--- src/rtl/shift_feed_pkg.sv ---
// Shared state encodings and sizing helpers for the shift-register feeder.
// Imported by shift_feed_ctrl and shift_feed_cnt.
package shift_feed_pkg;

   localparam logic [1:0] ST_IDLE_ENC     = 2'd0;
   localparam logic [1:0] ST_SHIFT_ENC    = 2'd1;
   localparam logic [1:0] ST_DONE_ENC     = 2'd2;
   localparam logic [1:0] ST_GAP_WAIT_ENC = 2'd3;

   typedef enum logic [1:0] {
      IDLE     = ST_IDLE_ENC,
      SHIFT    = ST_SHIFT_ENC,
      DONE     = ST_DONE_ENC,
      GAP_WAIT = ST_GAP_WAIT_ENC
   } state_t;

   // Gap lengths are limited to 0..15 cycles.
   localparam int GAP_CNT_W = 4;

   // Wide enough to hold MSB itself, so the optional parity slot never wraps.
   function automatic int cnt_width(input int msb);
      return (msb < 1) ? 1 : $clog2(msb + 1);
   endfunction

endpackage

--- src/rtl/shift_feed_cnt.sv ---
// Loadable up-counter with a terminal-count flag; load has priority over increment.
// Counting stops at the terminal value, so tc_o stays high until the next load.
module shift_feed_cnt
   import shift_feed_pkg::*;
#(
   parameter int W = GAP_CNT_W
) (
   input  logic         clk_i,
   input  logic         rst_ni,
   input  logic         load_i,
   input  logic [W-1:0] load_val_i,
   input  logic         inc_i,
   input  logic [W-1:0] term_i,
   output logic [W-1:0] cnt_o,
   output logic         tc_o
);

   logic [W-1:0] cnt_q;
   logic [W-1:0] cnt_d;

   assign tc_o  = (cnt_q == term_i);
   assign cnt_o = cnt_q;

   always_comb begin
      cnt_d = cnt_q;
      if (load_i) begin
         cnt_d = load_val_i;
      end else if (inc_i && !tc_o) begin
         cnt_d = cnt_q + W'(1);
      end
   end

   always_ff @(posedge clk_i or negedge rst_ni) begin
      if (!rst_ni) begin
         cnt_q <= '0;
      end else begin
         cnt_q <= cnt_d;
      end
   end

endmodule

--- src/rtl/shift_feed_ctrl.sv ---
// Serialises one accepted word onto a shift register's d/en/mode pins; first bit one cycle after accept,
// in_ready only in IDLE. Define SHIFT_FEED_PARITY_EN to append an even-parity bit after the data bits.
module shift_feed_ctrl
   import shift_feed_pkg::*;
#(
   parameter int MSB = 4,
   parameter int GAP = 0
) (
   input  logic           clk,
   input  logic           rst,
   input  logic           in_valid,
   output logic           in_ready,
   input  logic [MSB-1:0] in_data,
   input  logic           in_dir,
   output logic           sh_d,
   output logic           sh_en,
   output logic           sh_mode,
   output logic           busy,
   output logic           done
);

`ifdef SHIFT_FEED_PARITY_EN
   localparam int SHIFT_LEN = MSB + 1;
`else
   localparam int SHIFT_LEN = MSB;
`endif
   localparam int CW = cnt_width(MSB);
   localparam logic [CW-1:0]        BIT_LAST = CW'(SHIFT_LEN - 1);
   localparam logic [GAP_CNT_W-1:0] GAP_LAST = (GAP > 0) ? GAP_CNT_W'(GAP - 1) : '0;

   state_t         state_q;
   logic [MSB-1:0] shadow_q;
   logic           dir_q;
   logic           sh_d_q;
   logic           sh_en_q;
   logic           sh_mode_q;
   logic           done_q;

   logic                 accept;
   logic [CW-1:0]        bit_cnt;
   logic                 bit_tc;
   logic                 gap_tc;
   logic [GAP_CNT_W-1:0] gap_cnt_unused;

   logic [MSB-1:0] pick_word;
   logic           pick_dir;
   logic [CW-1:0]  pick_idx;
   logic           bit_d;

   assign in_ready = (state_q == IDLE);
   assign busy     = (state_q != IDLE);
   assign accept   = in_valid && in_ready;

   assign sh_d    = sh_d_q;
   assign sh_en   = sh_en_q;
   assign sh_mode = sh_mode_q;
   assign done    = done_q;

   shift_feed_cnt #(
      .W (CW)
   ) u_bit_cnt (
      .clk_i      (clk),
      .rst_ni     (rst),
      .load_i     (accept),
      .load_val_i ('0),
      .inc_i      (state_q == SHIFT),
      .term_i     (BIT_LAST),
      .cnt_o      (bit_cnt),
      .tc_o       (bit_tc)
   );

   shift_feed_cnt #(
      .W (GAP_CNT_W)
   ) u_gap_cnt (
      .clk_i      (clk),
      .rst_ni     (rst),
      .load_i     (state_q == DONE),
      .load_val_i ('0),
      .inc_i      (state_q == GAP_WAIT),
      .term_i     (GAP_LAST),
      .cnt_o      (gap_cnt_unused),
      .tc_o       (gap_tc)
   );

   // Bit for the next SHIFT cycle: from the live input on accept, else from the shadow word.
   always_comb begin
      pick_word = (state_q == IDLE) ? in_data : shadow_q;
      pick_dir  = (state_q == IDLE) ? in_dir  : dir_q;
      pick_idx  = (state_q == IDLE) ? '0 : (bit_cnt + CW'(1));
      bit_d     = 1'b0;
      for (int i = 0; i < MSB; i++) begin
         if (pick_idx == (pick_dir ? CW'(i) : CW'(MSB - 1 - i))) begin
            bit_d = pick_word[i];
         end
      end
`ifdef SHIFT_FEED_PARITY_EN
      if (pick_idx == CW'(MSB)) begin
         bit_d = ^pick_word;
      end
`endif
   end

   always_ff @(posedge clk or negedge rst) begin
      if (!rst) begin
         state_q   <= IDLE;
         shadow_q  <= '0;
         dir_q     <= 1'b0;
         sh_d_q    <= 1'b0;
         sh_en_q   <= 1'b0;
         sh_mode_q <= 1'b0;
         done_q    <= 1'b0;
      end else begin
         case (state_q)
            IDLE: begin
               if (in_valid) begin
                  state_q   <= SHIFT;
                  shadow_q  <= in_data;
                  dir_q     <= in_dir;
                  sh_d_q    <= bit_d;
                  sh_en_q   <= 1'b1;
                  sh_mode_q <= in_dir;
               end
            end
            SHIFT: begin
               if (bit_tc) begin
                  state_q <= DONE;
                  sh_d_q  <= 1'b0;
                  sh_en_q <= 1'b0;
                  done_q  <= 1'b1;
               end else begin
                  sh_d_q  <= bit_d;
               end
            end
            DONE: begin
               done_q  <= 1'b0;
               state_q <= (GAP > 0) ? GAP_WAIT : IDLE;
            end
            GAP_WAIT: begin
               if (gap_tc) begin
                  state_q <= IDLE;
               end
            end
            default: state_q <= IDLE;
         endcase
      end
   end

endmodule

--- config.mk ---
export PLATFORM = sky130hd
export DESIGN_NAME = shift_feed_ctrl
export DESIGN_NICKNAME = d
export VERILOG_FILES = /design/src/rtl/shift_feed_pkg.sv /design/src/rtl/shift_feed_cnt.sv /design/src/rtl/shift_feed_ctrl.sv
export SDC_FILE = /design/constraint.sdc
export NUM_CORES = 1
export LEC_CHECK = 0
export ABC_AREA = 1
export CAP_MARGIN = 20
export CORE_MARGIN = 2
export CORE_UTILIZATION = 25
export CTS_BUF_LIST = sky130_fd_sc_hd__clkbuf_8 sky130_fd_sc_hd__clkbuf_16
export DETAILED_ROUTE_END_ITERATION = 10
export MAX_ROUTING_LAYER = met4
export PLACE_DENSITY = 0.46
export REMOVE_ABC_BUFFERS = 1
export SLEW_MARGIN = 30
export SYNTH_ARGS = -nofsm -noshare
export SYNTH_HDL_FRONTEND = slang
export SYNTH_SLANG_ARGS = --single-unit
--- constraint.sdc ---
create_clock -name clk -period 2.5 [get_ports clk]
set_input_delay 0.25 -clock clk [delete_from_list [all_inputs] [get_ports clk]]
set_output_delay 0.25 -clock clk [all_outputs]
set_load 0.01 [all_outputs]
==> impl_metrics.json <==
{
  "worstMarginPinSlew_ns": 0.764,
  "dp.cells": 174,
  "ios": 14,
  "synth.area.top_cells": "dfrtp_1 46%, nand2_1 12%, inv_1 7.4%",
  "synth_edf_count": 0,
  "vdd_ir_drop_max_mv": 0.575,
  "layout.nets": 145,
  "layout_min_cycle_time_ns": 1.95,
  "post_cts_buffers": 0,
  "route.detailed.drc": 0,
  "power.leakage_nw": 0.547,
  "cts.path.max_buffers": 2,
  "start_kind": "flip-flop",
  "overflow": 0,
  "clock_skew_ns": 0.00558,
  "ys_dominant_reg_cell": "dfrtp_1",
  "cp.required_ns": 2.25,
  "drtIter0Drc": 27,
  "cts_tree": "yes",
  "root_buffer": "clkbuf_8",
  "final_common_cell": "nand2_1",
  "final_cell_mix": "29 x nand2_1, 18 x inv_1, 17 x dfrtp_1",
  "stdcell_count": 178,
  "gp_congestion": 0.781,
  "syn_to_final_growth_pct": 24.2,
  "dp_hpwl_um": 1470,
  "cts-buffers-inserted": 3,
  "max_stage_delay_ns": 0.62,
  "vias": 746,
  "die-area_um2": 4160,
  "drv_cap": 0,
  "criticalPathCategory": "reg2out",
  "switching_share_pct": 42.1,
  "cp.buffers_inverters": 1,
  "cp_max_fo": 11,
  "cp.arrival_ns": 1.70,
  "p_comb_share_pct": 50.9,
  "powerDensity_nw_per_um2": 1170,
  "cts_resized": 0,
  "yosysWarningCount": 0,
  "holdWs_ns": 0.445,
  "avgSynthCellArea_um2": 7.83,
  "viasPerCell": 4.19,
  "outcome": "completed",
  "setup_viol": 0,
  "cts.sinks": 17,
  "antenna_left": 0,
  "antenna_found_initial": 0,
  "worst_slack_ns": 0.554,
  "cp_top_family": "buffers and inverters",
  "synth_top_area_cell": "dfrtp_1",
  "finalPower_mw": 1.33,
  "die_y_um": 64.5,
  "intPower_mw": 0.769,
  "grt_pass1_vias": 735,
  "grt_pass1_wl_um": 3370,
  "setup-tns-final_ns": 0,
  "drt_first_pass_iters": 4,
  "power.switching_mw": 0.560,
  "grt_max_degree": 18,
  "portBuffers": 13,
  "crit_chain": "nor2_2, clkdlybuf4s50_1",
  "crit_path_end_kind": "primary output",
  "power_frac_clock_pct": 15.2,
  "core_um2": 3420,
  "antenna_cells": 0,
  "htreeDepth": 1,
  "synthCells": 117,
  "start_util_pct": 26.8,
  "routedWlPerCell_um": 10.3,
  "cts_hold_buf": 0,
  "synth_top_area_share_pct": 46.4,
  "post-route-period-util_pct": 77.9,
  "yosys_register_bits": 17,
  "slowest_stage": "clkdlybuf4s50_1",
  "hold_class": "in2async",
  "fmax_ghz": 0.514,
  "synthArstFlopShare_pct": 100,
  "max-slew-margin-rel_pct": 48.9,
  "syn-cell-area_um2": 916,
  "clock_latency_ns": 0.25,
  "drt_wl_total_um": 1840,
  "drv_slew": 0,
  "p_seq_share_pct": 33.9,
  "yosysUniqueCellTypes": 19,
  "clk_pin_slew_ns": 0.07,
  "rsz0062_at_grt": "no",
  "ys_seq_area_share_pct": 46.4,
  "drive_gt1_share_pct": 9.09,
  "place_ws_ns": 0.804,
  "die_w_um": 64.5,
  "row_count": 21,
  "final_hold_viol_count": 0,
  "grt.total_usage_pct": 10.6
}
-- power by group through the flow --
stage | clock network [mW] | logic, mW | registers, mW
finish | 0.202 | 0.677 | 0.451
global route | 0.224 | 0.786 | 0.468
CTS | 0.211 | 0.684 | 0.452
detailed placement | 0 | 0.678 | 0.459
global placement | 0 | 0.685 | 0.454
floorplan | 0 | 0.460 | 0.451
-- path summary, 6_finish.rpt --
kind / from / end / slack, ns / cells after the start
worst min-delay path: rst / sh_d$_DFFE_PN0P_ / 0.45 / 1
worst max register to register: state_q[1]$_DFFE_PN0P_ / u_bit_cnt.cnt_o[1]$_DFFE_PN0P_ / 0.84 / 5
min in group clk: sh_en$_DFFE_PN0P_ / sh_en$_DFFE_PN0P_ / 0.48 / 2
worst max-delay path: state_q[1]$_DFFE_PN0P_ / in_ready / 0.55 / 2
max in group asynchronous: rst / shadow_q[3]$_DFFE_PN0P_ / 1.57 / 1
worst min register to register: sh_en$_DFFE_PN0P_ / sh_en$_DFFE_PN0P_ / 0.48 / 2
-- logic make-up (layout without fill, tap and decap cells) --
| group | after synthesis | in the layout | synth area share [%] |
|---|---|---|---|
| AOI/OAI and AO/OA | 23 | 23 | 14.6 |
| xor gates and xnor gates | 1 | 1 | 0.956 |
| adders and majority gates | 4 | 4 | 5.46 |
| buffers and inverters | 23 | 38 | 9.97 |
| DFF | 17 | 17 | 46.4 |
| and+or+nand+nor | 49 | 49 | 22.5 |
-- layout make-up --
cell class | count | area (um^2)
Inverter | 21 | 78.8
Multi-Input combinational cell | 77 | 399
Fill cell | 382 | 2280
Clock inverter | 1 | 5.00
Sequential cell | 17 | 425
Tap cell | 46 | 57.6
Clock buffer | 3 | 41.3
Timing Repair Buffer | 13 | 130
-- cell usage after synthesis, drive strengths merged (2+ instances only) --
cell and count:
nand3 10, o21ai 16, buf 2, inv 21, nand2 31, ha 4, dfrtp 17, o22ai 3
nor2 8
-- metrics by stage --
stage          cell area (um^2)  util [%]
2_1_floorplan               903         -
3_3_place_gp               1090      31.9
3_5_place_dp               1090      31.9
4_1_cts                    1140      33.3
5_1_grt                    1140      33.3
6_report                   1140      33.3
-- worst register-to-register path: cells and delay by family, from the launching register on --
kind	cells	cell delay (ns)
simple gates	3	0.81
flops	1	0.46
compound gates	1	0.21
buf+inv	1	0.09
-- layer usage --
layer	GRT usage (%)	wire length (um)	vias to the layer above
met1	14.7	988	326
li1	-	-	407
met4	2.39	14	0
met2	15.0	777	11
met5	-	0	-
met3	3.65	57	2
-- state kept, by name, summed over array words and instances, names as in the netlist --
signal / cells
shadow_q: 4
done: 1
u_gap_cnt.cnt_o: 4
sh_en: 1
sh_d: 1
u_bit_cnt.cnt_o: 3
state_q: 2
sh_mode: 1
Power figures use the tool's default switching activity.
